<file path="src/rtl/uart_tx.sv">
// Serial transmitter: one UART bit per i_ref_clk cycle, optional parity,
// back-to-back frames when a new request arrives during the stop bit.
module uart_tx #(
  parameter int unsigned DATA_WIDTH = 8
) (
  input  logic                  i_ref_clk,
  input  logic                  i_rst,
  input  logic [DATA_WIDTH-1:0] i_p_data,
  input  logic                  i_data_valid,
  input  logic                  i_par_en,
  input  logic                  i_par_typ,
  output logic                  o_tx_out,
  output logic                  o_busy
);

  localparam int unsigned CNT_W = (DATA_WIDTH > 1) ? $clog2(DATA_WIDTH) : 1;
  localparam logic [CNT_W-1:0] LAST_BIT = CNT_W'(DATA_WIDTH - 1);

  typedef enum logic [2:0] {
    IDLE   = 3'd0,
    START  = 3'd1,
    DATA   = 3'd2,
    PARITY = 3'd3,
    STOP   = 3'd4
  } state_t;

  state_t                r_state;
  state_t                w_next_state;
  logic [CNT_W-1:0]      r_cnt;
  logic [CNT_W-1:0]      w_next_cnt;
  logic [DATA_WIDTH-1:0] r_data;
  logic                  r_par_en;
  logic                  r_par_typ;
  logic                  r_tx_out;
  logic                  r_busy;
  logic                  w_accept;
  logic                  w_last_bit;
  logic                  w_parity;
  logic                  w_next_tx;
  logic                  w_next_busy;

  // Outputs are computed for the upcoming state and registered, so the line
  // shows each state's bit during that state with no input-to-output path.
  always_comb begin
    w_accept     = i_data_valid && ((r_state == IDLE) || (r_state == STOP));
    w_last_bit   = (r_cnt == LAST_BIT);
    w_parity     = (^r_data) ^ r_par_typ;
    w_next_state = r_state;
    w_next_cnt   = '0;
    w_next_tx    = 1'b1;
    w_next_busy  = 1'b1;

    case (r_state)
      IDLE: begin
        if (w_accept) begin
          w_next_state = START;
        end
      end
      START: begin
        w_next_state = DATA;
      end
      DATA: begin
        if (w_last_bit) begin
          w_next_state = r_par_en ? PARITY : STOP;
        end else begin
          w_next_cnt = r_cnt + CNT_W'(1);
        end
      end
      PARITY: begin
        w_next_state = STOP;
      end
      STOP: begin
        w_next_state = w_accept ? START : IDLE;
      end
      default: begin
        w_next_state = IDLE;
      end
    endcase

    case (w_next_state)
      IDLE:    w_next_busy = 1'b0;
      START:   w_next_tx   = 1'b0;
      DATA:    w_next_tx   = r_data[w_next_cnt];
      PARITY:  w_next_tx   = w_parity;
      default: w_next_tx   = 1'b1;
    endcase
  end

  // State, payload latch and registered line outputs; reset wins over accept.
  always_ff @(posedge i_ref_clk) begin
    if (i_rst) begin
      r_state   <= IDLE;
      r_cnt     <= '0;
      r_data    <= '0;
      r_par_en  <= 1'b0;
      r_par_typ <= 1'b0;
      r_tx_out  <= 1'b1;
      r_busy    <= 1'b0;
    end else begin
      r_state  <= w_next_state;
      r_cnt    <= w_next_cnt;
      r_tx_out <= w_next_tx;
      r_busy   <= w_next_busy;
      if (w_accept) begin
        r_data    <= i_p_data;
        r_par_en  <= i_par_en;
        r_par_typ <= i_par_typ;
      end
    end
  end

  assign o_tx_out = r_tx_out;
  assign o_busy   = r_busy;

endmodule
</file>
<file path="config.mk">
export PLATFORM = sky130hd
export DESIGN_NAME = uart_tx
export DESIGN_NICKNAME = d
export VERILOG_FILES = /design/src/rtl/uart_tx.sv
export SDC_FILE = /design/constraint.sdc
export NUM_CORES = 1
export LEC_CHECK = 0
export CORE_MARGIN = 2
export CORE_UTILIZATION = 55
export DETAILED_ROUTE_END_ITERATION = 10
export DONT_BUFFER_PORTS = 1
export PLACE_DENSITY = 0.74
export SYNTH_ARGS = -nofsm -noshare
export SYNTH_HDL_FRONTEND = slang
export SYNTH_SLANG_ARGS = --single-unit
</file>
<file path="constraint.sdc">
create_clock -name i_ref_clk -period 2.5 [get_ports i_ref_clk]
set_clock_uncertainty 0.05 [all_clocks]
set_input_delay 0.5 -clock i_ref_clk [delete_from_list [all_inputs] [get_ports i_ref_clk]]
set_output_delay 0.5 -clock i_ref_clk [all_outputs]
set_load 0.005 [all_outputs]
</file>
Word level (Yosys, flattened, before mapping):

Index checks and enable logic that the tools add are counted.

* memories: 0
* input bits: 13
* word-level logic and storage cells: 34
* latch bits: 0
* flip-flop bits (word level): 18
* bits in writable memories: 0
* output and inout bits: 2
* ROM bits: 0

* equal/unequal tests: 8
* $lt $le $gt $ge: 1
* reduce and logical (&&, ||, !) cells: 5
* add/sub/neg operators: 1
* multipliers: 0
* shifts and indexed selects: 0
* muxes and demuxes: 11
* bitwise logic cells: 1
* divide/modulo/power cells: 0

Operators with widths (number)
* $mux 3: 5
* $pmux 3 s5: 1
* $eq 3x2->1 const B: 4
* $reduce_xor 8->1: 1
* $eq 3x1->1 const B: 2
* $eq 3x3->1 const B: 2
* $logic_not 3->1: 2
* $lt 3x4->1 const B: 1
* $add 3x1->3 const B: 1
* $bmux 1 s3: 1
* $mux 1: 3
* $pmux 1 s3: 1
* $logic_and 1x1->1: 1
* $logic_or 1x1->1: 1
* $xor 1x1->1: 1

Depth between registers and ports, before layout:

Gate-level depths: netlist of run 1.

* depth after elaboration: 7
* gate-level depth with buffers: 7
* depth with buffers taken out: 7

Least setup slack after synthesis of run 1:

Ideal clock, no wire load.

* kind: register to register
* from: register r_cnt[0]
* to: register r_tx_out, in the netlist o_tx_out
* setup slack: 0.583 ns
* clock period less this slack: 1.917 ns
* library setup time: 0.114 ns
* stages on the path, launching flop included: 8
* arrival time: 1.753 ns
* cells stage by stage: dfxtp_1 -> ha_1 -> ha_1 -> nor2_4 -> nand2_1 -> a221o_1 -> a221o_1 -> a21o_1

* longest elaborated chain between the ends: 6
* elaborated cells between the ends (all ways): 12
* those cells by class: 1 x add/sub; 4 x eq/ne; 7 x mux

RTL lines
* from (decl): line 29 `logic [CNT_W-1:0] r_cnt;`
* from (signal assigned): line 101 `r_cnt <= w_next_cnt;`
* $add 3x1->3 or $eq 3x3->1 (tied branches): line 66, 46
* $mux 3: line 63 `if (w_last_bit) begin`
* $mux 3: line 53 `case (r_state)`
* $bmux 1 s3: line 83 `DATA: w_next_tx = r_data[w_next_cnt];`
* $mux 1 (implied by the code): line 83
* $pmux 1 s3 *: line 80 `case (w_next_state)`
* to (signal assigned): line 102 `r_tx_out <= w_next_tx;`
* to (decl): line 34 `logic r_tx_out;`

Every way passes the cells marked *; elsewhere a longest branch is shown, timed or not. The select of a mux whose other input is x is not followed.
A chain may end at the register's enable or synchronous reset.

Worst setup path after layout of run 1:

Same ends and word-level chain as after synthesis.

==> results.txt, run 1 <==
Initial Utilization: 0.578
adder-cell share of the synthesized area: 0.0291
crit end category: register
Layout area overhead: 4.65%
fmax: 494 MHz
post-CTS setup buffer count: 0
synth unique cells: 31
Mapped Cells: 101
Tmin final: 2020 ps
Die H: 43.6 µm
MaxCap Viol Count: 0
CTS tree: built
Row Count: 14
hold path depth: 1
worst slew pin tran: 366 ps
critical path class: register to register
drt initial violations: 8
Avg WL per Cell: 12.9 µm
first-pass GRT wire length: 2810 µm
CTS Buf Count: 3
critical path launch point type: register
H-tree Lvls: 1
Yosys reg bits: 18
RSZ-0062 raised after global routing: false
# nets final: 117
die width: 43.6 µm
ant diodes: 0
First-pass DRT Iterations: 3
drt drc: 0
fill cell count: 136
status: completed
Synth Area in XOR/XNOR: 0.0872
placed cells: 113
Reg2Reg Setup Slack: 480 ps
CP Data Arrival Time: 2170 ps
die area: 1900 µm²
Reg area: 360 µm²
area of the mapped netlist: 861 µm²
hpwl dp: 1100 µm
Synth area leaders: dfxtp_1 42%, nand2_1 10%, a21oi_1 8.7%
fin crit share: 0.809
Fin. Hold Viols: 0
end of the worst hold path: r_data[4]
Final Wtd Congestion: 0.732
hold wc startpoint: i_rst
CTS Hold Bufs: 0
yosys warns: 0
normalized max-slew margin: 0.750
Synth Area in Compound Gates: 0.163
worst-skew pair later-pin latency: 290 ps
sequential fraction of the synthesis area: 0.419
Overflow after GRT: 0
FF-to-FF Start: r_cnt[0]
clock root buffer: clkbuf_4
reg-to-reg critical path endpoint: o_tx_out
layout cell share with drive strength beyond 1: 0.0693
GRT Overall Usage: 0.197
Clock transition at path regs: 100 ps
Pwr per Cell Area: 659 nW/µm²
Max IR drop VDD: 0.394 mV
syn avg cell area: 8.52 µm²
minimum hold slack: 208 ps
total number of vias: 686
Simple-Gate Fraction of Synth Area: 0.263
final WL: 1510 µm
crit path max fanout: 6
Multi-input gate area: 477 µm²
area of the core: 1490 µm²
largest net degree at the start of global routing: 18
Mapped Nets: 116
post-route insts no fill: 117
Worst Path Required: 2650 ps
share of the synthesized area in the top cell type: 0.419
Max Root-Sink Buffers: 2
Max Slew Vio Count: 0
number of clock sinks: 18
area leader, netlist: dfxtp_1
Final ANT Viol Nets: 0
number of global-route vias before repair: 673
initial antenna violation count: 0
setup violators final: 0
largest family of logic cells by synthesized area: simple AND/OR/NAND/NOR gates
DR vias/cell: 5.86
Min-Delay Path Class: input port to register
Reg2Reg Depth: 7
leakage power: 0.364 nW
Port-buffer cells: 0
Gates resized, CTS repair: 0
Ports: 15
setup TNS: 0 ps
post-synthesis mux area share: 0.0116
## final cells by class
| cell class | instances | share of cell area |
|---|---|---|
| clock buffer | 4 | 0.0403 |
| inverter | 2 | 0.00833 |
| multi-input combinational | 77 | 0.529 |
| sequential | 18 | 0.400 |
| tap | 16 | 0.0222 |
## worst max-delay path, stage by stage (launching register included)
cell	delay, ps
dfxtp_1	370
ha_1	210
ha_1	270
nor2_4	190
nand2_1	60
a221o_1	280
a221o_1	340
a21o_1	160
## kinds of logic (layout without fill, tap and decap cells)
group,after synthesis,count (layout)
adder cells (fa/ha/maj),2,2
AND/OR/NAND/NOR,44,44
XOR/XNOR,7,7
flip-flops,18,18
multiplexers,1,1
buffers and inverters,6,6
AO/OA/AOI/OAI,23,23
## through the flow
step | utilization | power, mW | cell area [µm²] | setup slack [ps]
2_1_floorplan | - | 0.410 | 861 | 583
3_3_place_gp | 0.581 | 0.420 | 865 | 538
3_5_place_dp | 0.581 | 0.422 | 865 | 481
4_1_cts | 0.605 | 0.601 | 901 | 472
5_1_grt | 0.605 | 0.626 | 901 | 374
6_report | 0.605 | 0.594 | 901 | 477
## cells in the final DEF, fill, tap and decap left out, types with 2 or more instances in the layout
| master | Yosys | routed |
|---|---|---|
| ha_1 | 2 | 2 |
| a2111oi_0 | 2 | 2 |
| inv_1 | 2 | 2 |
| nor3_1 | 2 | 2 |
| xor2_1 | 2 | 2 |
| a21oi_1 | 15 | 15 |
| a221o_1 | 2 | 2 |
| clkbuf_4 | 0 | 3 |
| nand2_1 | 24 | 24 |
| and2_1 | 2 | 2 |
| nor2_1 | 4 | 4 |
| nor2b_1 | 2 | 2 |
| xnor2_1 | 4 | 4 |
| dfxtp_1 | 18 | 18 |
## registers in the layout, indices dropped and copies added, names as in the netlist
signal     count
o_tx_out       1
o_busy         1
r_state        3
r_cnt          3
r_data         8
r_par_en       1
r_par_typ      1
## worst max-delay path by stage
stage	startpoint	to	slack (ps)	cells after the start
finish	r_cnt[0]	o_tx_out	480	7
global route	r_cnt[0]	o_tx_out	370	7
CTS	r_cnt[0]	o_tx_out	470	7
detailed placement	r_cnt[0]	o_tx_out	480	7
global placement	r_cnt[0]	o_tx_out	540	7
floorplan	r_cnt[0]	o_tx_out	580	7
## power by group
part           internal [mW]  leakage [nW]  switching (mW)  total [mW]
combinational         0.0486         0.196          0.0438      0.0924
sequential             0.305         0.148          0.0171       0.322
clock                 0.0888        0.0210          0.0903       0.179
## Yosys cell counts (all sizes together)
cell type,instances
a2111oi,2
a21o,1
a21oi,15
a221o,2
and2,2
and3,1
buf,1
clkbuf,3
dfxtp,18
ha,2
inv,2
mux2i,1
nand2,24
nand2b,2
nand4b,1
nor2,5
nor2b,2
nor3,2
nor3b,2
nor4,1
o21ai,1
o21bai,1
o31ai,1
or2,1
or3,1
xnor2,4
xnor3,1
xor2,2
## per-layer routing
layer	vias up	GRT usage	part of all wire
li1	353	-	-
met1	320	0.255	0.46
met2	11	0.306	0.50
met3	2	0.0417	0.037
met4	0	0.109	0.0060
met5	-	0	0
Note: power is estimated with default switching activity, not from simulation.
==> inputs of run 2 (changes only) <==
Settings changed: CORE_UTILIZATION 55 to 53, PLACE_DENSITY 0.74 to 0.75.
Clock period 2.5 ns to 1.66 ns, I/O delays scaled along.
==> results.txt, run 2 (synthesis gave the netlist of run 1 again) <==
area of the core: 1510 µm² (was 1490 µm²)
max reg flops: 8 (unchanged)
worst-skew pair later-pin latency: 290 ps (about the same)
first-pass GRT wire length: 2600 µm (was 2810 µm)
critical path launch point type: register (unchanged)
Min-Delay Path Class: input port to register (unchanged)
setup violators final: 1 (was 0)
hold path depth: 1 (unchanged)
Fin. Hold Viols: 0 (unchanged)
initial antenna violation count: 0 (unchanged)
largest net degree at the start of global routing: 18 (unchanged)
CP max stage delay: 360 ps (was 370 ps)
Largest regs: r_data: 8 flops, r_cnt: 3 flops, r_state: 3 flops (unchanged)
hpwl dp: 1200 µm (was 1100 µm)
CTS Buf Count: 3 (unchanged)
Reg area: 364 µm² (was 360 µm²)
Pwr per Cell Area: 880 nW/µm² (was 659 nW/µm²)
Finished Cell Area: 973 µm² (was 901 µm²)
crit path max fanout: 5 (was 6)
Ports: 15 (unchanged)
Largest Register: r_data (unchanged)
# nets final: 124 (was 117)
Reg2Reg Depth: 7 (unchanged)
post-route insts no fill: 124 (was 117)
Port-buffer cells: 0 (unchanged)
leakage power: 0.390 nW (was 0.364 nW)
CP cell instances: ha_4 -> ha_4 -> nor2_4 -> nand2_1 -> a221o_1 -> a221o_1 -> a21o_1 (was ha_1 -> ha_1 -> nor2_4 -> nand2_1 -> a221o_1 -> a221o_1 -> a21o_1)
Placement Cell Area: 947 µm² (was 865 µm²)
placed cells: 120 (was 113)
First-pass DRT Iterations: 4 (was 3)
ant diodes: 0 (unchanged)
DR vias/cell: 5.56 (was 5.86)
Clock transition at path regs: 90 ps (was 100 ps)
Tmin final: 1790 ps (was 2020 ps)
GRT Overall Usage: 0.182 (was 0.197)
clock root buffer: clkbuf_4 (unchanged)
Final Wtd Congestion: 0.759 (was 0.732)
drt drc: 0 (unchanged)
Max Slew Vio Count: 0 (unchanged)
RSZ-0062 raised after global routing: true (was false)
fill cell count: 130 (was 136)
Max IR drop VDD: 0.648 mV (was 0.394 mV)
CP Data Arrival Time: 1930 ps (was 2170 ps)
final core occ: 0.646 (was 0.605)
MaxCap Viol Count: 0 (unchanged)
Final ANT Viol Nets: 0 (unchanged)
total number of vias: 689 (was 686)
CTS tree: built (unchanged)
die area: 1960 µm² (was 1900 µm²)
final WL: 1520 µm (was 1510 µm)
drt initial violations: 11 (was 8)
Slowest-stage cell, CP: dfxtp_4 (was dfxtp_1)
post-route setup slack: -130 ps (was 477 ps)
fmax: 559 MHz (was 494 MHz)
Layout area overhead: 13.1% (was 4.65%)
layout cell share with drive strength beyond 1: 0.148 (was 0.0693)
Overflow after GRT: 0 (unchanged)
Initial Utilization: 0.571 (was 0.578)
Row Count: 14 (unchanged)
number of clock sinks: 18 (unchanged)
die width: 44.3 µm (was 43.6 µm)
Gates resized, CTS repair: 0 (unchanged)
Die H: 44.3 µm (was 43.6 µm)
Multi-input gate area: 503 µm² (was 477 µm²)
failing checks: negative setup slack
commonest cells after routing, fill and taps aside: 24 x nand2_1, 17 x dfxtp_1, 15 x a21oi_1 (was 24 x nand2_1, 18 x dfxtp_1, 15 x a21oi_1)
number of global-route vias before repair: 639 (was 673)
critical path class: register to register (unchanged)
worst slew pin tran: 326 ps (was 366 ps)
commonest non-fill, non-tap cell in the layout: nand2_1 (unchanged)
crit end category: register (unchanged)
fin crit share: 1.08 (was 0.809)
H-tree Lvls: 1 (unchanged)
Worst Path Required: 1800 ps (was 2650 ps)
Setup WS pre-CTS: -113 ps (was 481 ps)
Max Root-Sink Buffers: 2 (unchanged)
status: finished with violations (was completed)
normalized max-slew margin: 0.777 (was 0.750)
Avg WL per Cell: 12.3 µm (was 12.9 µm)
-- run 2: cell types whose count changed in the layout (fill, tap and decap cells not counted), sizes merged --
cell / previous run / this run
buf: 0 / 7
-- run 2: metrics by stage --
| step | hold slack, ps | total power [mW] | TNS, ps |
|---|---|---|---|
| 6_report | 44.3 | 0.856 | -130 |
| 3_5_place_dp | 355 | 0.647 | -113 |
| 4_1_cts | 41.7 | 0.861 | -130 |
| 2_1_floorplan | 394 | 0.619 | -73.8 |
| 5_1_grt | 34.1 | 0.896 | -178 |
| 3_3_place_gp | 353 | 0.643 | -88.6 |
-- run 2: final cells by class --
type | instances | area share
timing repair buffer | 7 | 0.0540
inverter | 2 | 0.00771
multi-input combinational | 77 | 0.517
sequential | 18 | 0.374
clock buffer | 4 | 0.0270
tap | 16 | 0.0206
-- run 2: layer usage --
metal | routed length, µm | vias to the layer above | track usage
met5 | 0 | - | 0
met3 | 72 | 2 | 0.0286
met1 | 719 | 307 | 0.222
li1 | - | 364 | -
met2 | 711 | 16 | 0.318
met4 | 19 | 0 | 0.0727
-- run 2: critical path: cells and delay by family (launching register included) --
kind,cells,cell delay (ps)
AOI/OAI and AO/OA,3,770
and+or+nand+nor,2,200
adders and majority gates,2,310
DFF,1,360
-- run 2: final timing paths --
kind / start / endpoint / slack [ps]
worst max-delay path: r_cnt[0] / o_tx_out / -130
worst min-delay path: i_rst / r_data[4] / 40
worst max register to register: r_cnt[0] / o_tx_out / -130
worst min register to register: r_par_typ / r_par_typ / 420
-- run 2: report_power, final --
group / internal [mW] / total (mW) / leakage (nW) / switching [mW]
logic: 0.0847 / 0.156 / 0.227 / 0.0716
registers: 0.459 / 0.480 / 0.148 / 0.0209
clock network: 0.0935 / 0.220 / 0.0150 / 0.127
-- run 2: what timing repair did --
action | CTS | global route
setup endpoints to repair | 1 | 1
pin swaps | 0 | 0
setup buffers | 0 | 0
hold buffers | 0 | 0
